## config.mk

```make
export PLATFORM = sky130hd
export DESIGN_NAME = mem_read_arbiter
export DESIGN_NICKNAME = d
export VERILOG_FILES = /design/src/rtl/mem_read_arbiter.sv
export SDC_FILE = /design/constraint.sdc
export NUM_CORES = 1
export LEC_CHECK = 0
export ABC_AREA = 1
export ABC_CLOCK_PERIOD_IN_PS = 2320
export CORE_ASPECT_RATIO = 0.7
export CORE_UTILIZATION = 23
export CTS_CLUSTER_SIZE = 10
export DETAILED_ROUTE_END_ITERATION = 6
export PLACE_DENSITY = 0.78
export SLEW_MARGIN = 20
export SYNTH_ARGS = -nofsm -noshare
export SYNTH_HDL_FRONTEND = slang
export SYNTH_SLANG_ARGS = --single-unit
```

## constraint.sdc

```tcl
create_clock -name clk -period 2.32 [get_ports clk]
set_input_delay 0.696 -clock clk [delete_from_list [all_inputs] [get_ports clk]]
set_output_delay 0.696 -clock clk [all_outputs]
set_load 0.01 [all_outputs]
```

## src/rtl/mem_read_arbiter.sv

```systemverilog
// Two-port round-robin read arbiter in front of a fixed-latency memory.
// A tag pipeline routes each returning word back to the port that issued it.
module mem_read_arbiter #(
  parameter int unsigned ADDR_W  = 32,
  parameter int unsigned DATA_W  = 32,
  parameter int unsigned LATENCY = 2
) (
  input  logic              clk,
  input  logic              rst_n,
  input  logic              req0,
  input  logic [ADDR_W-1:0] addr0,
  output logic              gnt0,
  output logic              rvalid0,
  output logic [DATA_W-1:0] rdata0,
  input  logic              req1,
  input  logic [ADDR_W-1:0] addr1,
  output logic              gnt1,
  output logic              rvalid1,
  output logic [DATA_W-1:0] rdata1,
  output logic              mem_read_en,
  output logic [ADDR_W-1:0] mem_addr,
  input  logic [DATA_W-1:0] mem_q,
  output logic [2:0]        inflight
);

  localparam int unsigned CNT_W = 3;

  logic               last_grant;   // 1 = port 1 was granted last
  logic [LATENCY-1:0] tag_v;
  logic [LATENCY-1:0] tag_p;
  logic [CNT_W-1:0]   cnt;
  logic               rv0_raw;
  logic               rv1_raw;

  // Ties go to the port that did not win last time; everything is held at 0 in reset.
  always_comb begin
    gnt0        = rst_n & req0 & (~req1 | last_grant);
    gnt1        = rst_n & req1 & (~req0 | ~last_grant);
    mem_read_en = gnt0 | gnt1;
    if (!rst_n)    mem_addr = '0;
    else if (gnt1) mem_addr = addr1;
    else           mem_addr = addr0;
  end

  // Return path driven by the oldest tag stage.
  always_comb begin
    rv0_raw  = tag_v[LATENCY-1] & ~tag_p[LATENCY-1];
    rv1_raw  = tag_v[LATENCY-1] &  tag_p[LATENCY-1];
    rvalid0  = rst_n & rv0_raw;
    rvalid1  = rst_n & rv1_raw;
    rdata0   = rvalid0 ? mem_q : '0;
    rdata1   = rvalid1 ? mem_q : '0;
    inflight = rst_n ? cnt : '0;
  end

  always_ff @(posedge clk) begin
    if (!rst_n) begin
      last_grant <= 1'b1;
      tag_v      <= '0;
      tag_p      <= '0;
      cnt        <= '0;
    end else begin
      if (mem_read_en) last_grant <= gnt1;
      tag_v[0] <= mem_read_en;
      tag_p[0] <= gnt1;
      for (int i = 1; i < int'(LATENCY); i++) begin
        tag_v[i] <= tag_v[i-1];
        tag_p[i] <= tag_p[i-1];
      end
      // A grant and a return in the same cycle cancel out.
      case ({mem_read_en, rvalid0 | rvalid1})
        2'b10:   cnt <= cnt + CNT_W'(1);
        2'b01:   cnt <= cnt - CNT_W'(1);
        default: cnt <= cnt;
      endcase
    end
  end

endmodule

```

Word-level counts from Yosys, hierarchy flattened
Cells that the tools add are included.
{"block": "classes", "n_mux": 6, "eq_ne": 2, "n_addsub": 2, "bitwise_logic": 16, "n_reduce_logical": 1}
{"cell": "32-bit 2-to-1 mux", "n": 4}
{"cell": "1-bit AND", "n": 8}
{"cell": "3-bit case mux with 2 select lines", "n": 1}
{"cell": "1-bit NOT", "n": 4}
{"cell": "1-bit bitwise OR", "n": 4}
{"cell": "3-bit by 1-bit adder with 3-bit output, second input constant", "n": 1}
{"cell": "3-bit 2-to-1 mux", "n": 1}
{"cell": "3-bit by 1-bit subtractor with 3-bit output, second input constant", "n": 1}
{"cell": "2-bit by 1-bit equality test with 1-bit output, second input constant", "n": 1}
{"cell": "2-bit equality test, second input constant", "n": 1}
{"cell": "2-bit nonzero test", "n": 1}
{"block": "word_totals", "out_inout_bits": 104, "inputBits": 100, "reg_bits": 8}

Depth between registers and ports, before layout
{"block": "depth", "ltp_word": 6, "ltp_mapped": 12, "depth_no_buf": 12}

Worst setup path before layout
Ideal clock, no wire load.
{"block": "synth_path", "kind": "input to register", "start": "in rst_n", "end": "reg cnt[2]", "path_stages": 11, "setup_time_ns": 0.064, "arrival_time_ns": 2.148, "setup_slack_ns": 0.108, "cell_sequence": "buf_4 inv_1 nor2_1 nor2_1 ha_1 fa_1 nand2_1 nand2_1 nor2_1 nor2_1 nor2_1"}
{"block": "synth_between", "elab_chain_len": 5, "word_cells_on_any_way": 12}
{"item": "start, declared", "line_no": "9", "text": "input logic rst_n,"}
{"item": "1-bit AND * (2 in series)", "line_no": "37", "text": "gnt0 = rst_n & req0 & (~req1 | last_grant);"}
{"item": "net gnt0", "line_no": "12", "text": "output logic gnt0,"}
{"item": "1-bit bitwise OR *", "line_no": "39", "text": "mem_read_en = gnt0 | gnt1;"}
{"item": "2-bit by 1-bit equality test with 1-bit output / 2-bit equality test (equally long branches)", "line_no": "71", "text": "case ({mem_read_en, rvalid0 | rvalid1})"}
{"item": "3-bit case mux with 2 select lines / 2-bit nonzero test (equally long branches)"}
{"item": "end signal, assigned", "line_no": "72", "text": "2'b10: cnt <= cnt + CNT_W'(1);"}
{"item": "end signal, assigned", "line_no": "73", "text": "2'b01: cnt <= cnt - CNT_W'(1);"}
{"item": "end signal, assigned", "line_no": "74", "text": "default: cnt <= cnt;"}
{"item": "end, declared", "line_no": "31", "text": "logic [CNT_W-1:0] cnt;"}
The timed path passes the listed nets; every way through them passes the cells marked *.
A chain may end at the register's enable or synchronous reset.

Worst setup path in the final report
{"block": "layout_path", "start": "in mem_q[20]", "end": "out rdata1[20]"}
{"block": "layout_between", "elab_chain_len": 1}
{"item": "start, declared", "line_no": "22", "text": "input logic [DATA_W-1:0] mem_q,"}
{"item": "32-bit 2-to-1 mux", "line_no": "52", "text": "rdata1 = rvalid1 ? mem_q : '0;"}
{"item": "end, declared", "line_no": "19", "text": "output logic [DATA_W-1:0] rdata1,"}
Every way passes these cells.

==> key figures <==
STA
  – F_max: about 440 MHz
  – # setup viols final: 0
  – Worst-margin pin slew: between 0.2 and 0.25 ns
  – Final Hold Vio Count: 0
  – Final worst path period need: roughly 2.3 ns
  – Tcrit/Tclk final: a little over nine tenths
  – Hold slack: between 0.4 and 0.5 ns
  – Setup Skew: 0.003759 ns
  – Final slew viol count: 0
  – Rel. slew slack: between 80% and 90%

CTS
  – CTS root buf: clkbuf_8
  – CTS HTree Levels: 1
  – Clk sinks: 8
  – Longest Clk Path Bufs: 2
  – Num CTS Buffers: 3
  – CTS tree: built
  – Skew-Pair Late Insertion Delay: ~0.23 ns
  – Clock transition at path regs: about 0.040 ns
  – Hold Buf Count CTS: 0

Placement
  – GPL Wtd Cong: 0.7391
  – Detailed-placement wirelength estimate: about 5300 um
  – PortBufs: between 200 and 250

Finish
  – Storage element area: 160.2 sq um
  – N_diodes: 0
  – Layout area overhead: 163.7%
  – Share of cells above drive strength 1: roughly a fifth
  – Final net count: 583
  – Multi-input logic area: around 890 sq um
  – Fill count: slightly above 500
  – Most frequent cells in the layout: clkdlybuf4s50_1 (96), nand2_1 (73), nor2_1 (71)
  – Most common cell after layout, fill and taps aside: clkdlybuf4s50_1

Synthesis
  – Cell count after synthesis: approximately 270
  – Syn Nets: around 370
  – Complex-gate fraction of the synthesized area: roughly 1.7%
  – Mux cell area share after synthesis: 0%
  – Syn. warnings: 0
  – Cell variety after synth: 20
  – Post-Synth XOR/XNOR Area: 0%
  – Post-synthesis average cell area: between 4 and 5 sq um
  – Post-synthesis sequential area ratio: 12.20%
  – Synth Cell Area: around 1300 sq um
  – Adder-cell share of the synthesized area: between 2 and 2.5%
  – Largest family of logic cells by synthesized area: simple AND/OR/NAND/NOR gates
  – FF+latch count, synth: 8
  – Simple logic cell fraction of the synthesized area: about three fifths

Pwr
  – Comb power frac: about 60%
  – Psw: 268.7 uW
  – LEAKAGE: ~2 nW
  – Switching Fraction: roughly a third
  – Maximum VDD drop: around 230 uV
  – Final Power: between 800 and 900 uW
  – Sequential Power Share: 19.4%
  – Pwr/cell area: 236.6 nW/um^2
  – Clock power frac: between 20% and 30%
  – Internal: between 500 and 600 uW

Die
  – Die height: 65.20 um
  – Core area: roughly 5400 sq um
  – Die area: 6017 sq um
  – Num ports: about 200
  – Die Span X: between 90 and 100 um
  – Num rows: 22
  – Starting Density: about a quarter

Min path
  – Min-Delay Path Class: flop to flop
  – Worst Hold Depth: 2

Worst setup path
  – Critical Path RT: ~1.6 ns
  – WS Path Type: input port to output pin
  – Worst-path fanout max: 2
  – CP arrival: around 1.6 ns
  – Crit. End Element: output pin
  – CP startpoint kind: input port
  – Worst Reg2Reg Path Length in Cells: 10

Route
  – Via count: 2359
  – Drt initial violations: 45
  – Drc violations: 0
  – Routed len/inst: ~12 um
  – Post-Route WL: slightly below 7000 um
  – Drt pass-1 iters: 4
  – Final ANT Viol Nets: 0
  – Avg Vias per Cell: 4.281

Global route
  – First-pass GRT wire length: 9839 um
  – Largest net degree at the start of global routing: 33
  – Total GRT Usage: between 20% and 30%
  – Initial antenna violation count: 0
  – Number of global-route vias before repair: about 2100
  – GRT Residual Overflow: 0

Flow run
  – Max-cap violations: 0

Outcome
  – Status: finished, final reports clean
-- logic make-up after synthesis --
group / Yosys count
simple gates: 185
fa+ha+maj: 2
flops: 8
compound gates: 4
buf+inv: 67
-- layer usage --
layer	track usage, %	part of all wire, %	up-vias
li1	-	-	1208
met1	21.18	39	1037
met2	41.79	53	103
met3	4.514	6.6	11
met4	2.930	1.3	0
met5	0	0	-
-- critical path, stage by stage --
cell	delay, ns
clkdlybuf4s50_1	0.46
inv_1	0.05
nor2_1	0.09
dlygate4sd2_1	0.30
-- state kept, by name (all words and copies together) (netlist names) --
register,cells
last_grant,1
tag_v,2
cnt,3
tag_p,2
-- power by group through the flow --
stage	clock network, mW	logic, mW	registers, mW
2_1_floorplan	0	0.173	0.159
3_3_place_gp	0	0.499	0.160
3_5_place_dp	0	0.505	0.161
4_1_cts	0.172	0.466	0.159
5_1_grt	0.181	0.533	0.160
6_report	0.169	0.491	0.159
-- worst paths after layout --
kind | startpoint | endpoint | slack (ns)
worst min-delay path | tag_v[0] | tag_v[1] | 0.41
worst max register to register | last_grant | cnt[1] | 0.38
worst min register to register | tag_v[0] | tag_v[1] | 0.41
worst max-delay path | mem_q[20] | rdata1[20] | 0.03
-- cell usage after synthesis --
cell type	number	area share, %
a21oi_1	1	0.38
buf_2	5	1.9
buf_4	3	1.7
buf_6	7	6.0
clkbuf_1	2	0.57
dfxtp_1	8	12
fa_1	1	1.5
ha_1	1	0.95
inv_1	47	13
inv_2	2	0.57
inv_4	1	0.48
nand2_1	76	22
nand2_4	1	0.86
nand3_1	32	12
nand3_4	1	1.3
nand4_1	1	0.48
nor2_1	72	21
nor2_4	2	1.7
o211ai_1	1	0.57
o21ai_0	2	0.76
-- through the flow --
step	setup WS [ns]	utilization, %	setup TNS (ns)	instances	instance area, sq um
6_report	0.03067	64.48	0	551	3461
5_1_grt	-0.009356	64.48	-0.01384	551	3461
4_1_cts	-0.003881	62.42	-0.005334	549	3351
3_5_place_dp	-0.8630	64.24	-81.61	542	3448
3_3_place_gp	-0.8158	64.24	-79.49	542	3448
2_1_floorplan	0.1080	-	0	266	1313
-- cell type report --
type | count | area share [%]
Timing Repair Buffer | 227 | 59.91
Inverter | 50 | 6.001
Tap cell | 72 | 2.603
Clock buffer | 3 | 1.193
Sequential cell | 8 | 4.628
Multi-Input combinational cell | 191 | 25.67
-- timing repair --
item / 4_1_cts / 5_1_grt
endpoints found under the hold margin: 0 / 0
resized for setup: 240 / 51
pin swaps: 1 / 6
gates cloned: 1 / 2
setup buffers: 3 / 0
setup endpoints to repair: 107 / 88
Power figures use the tool's default switching activity.
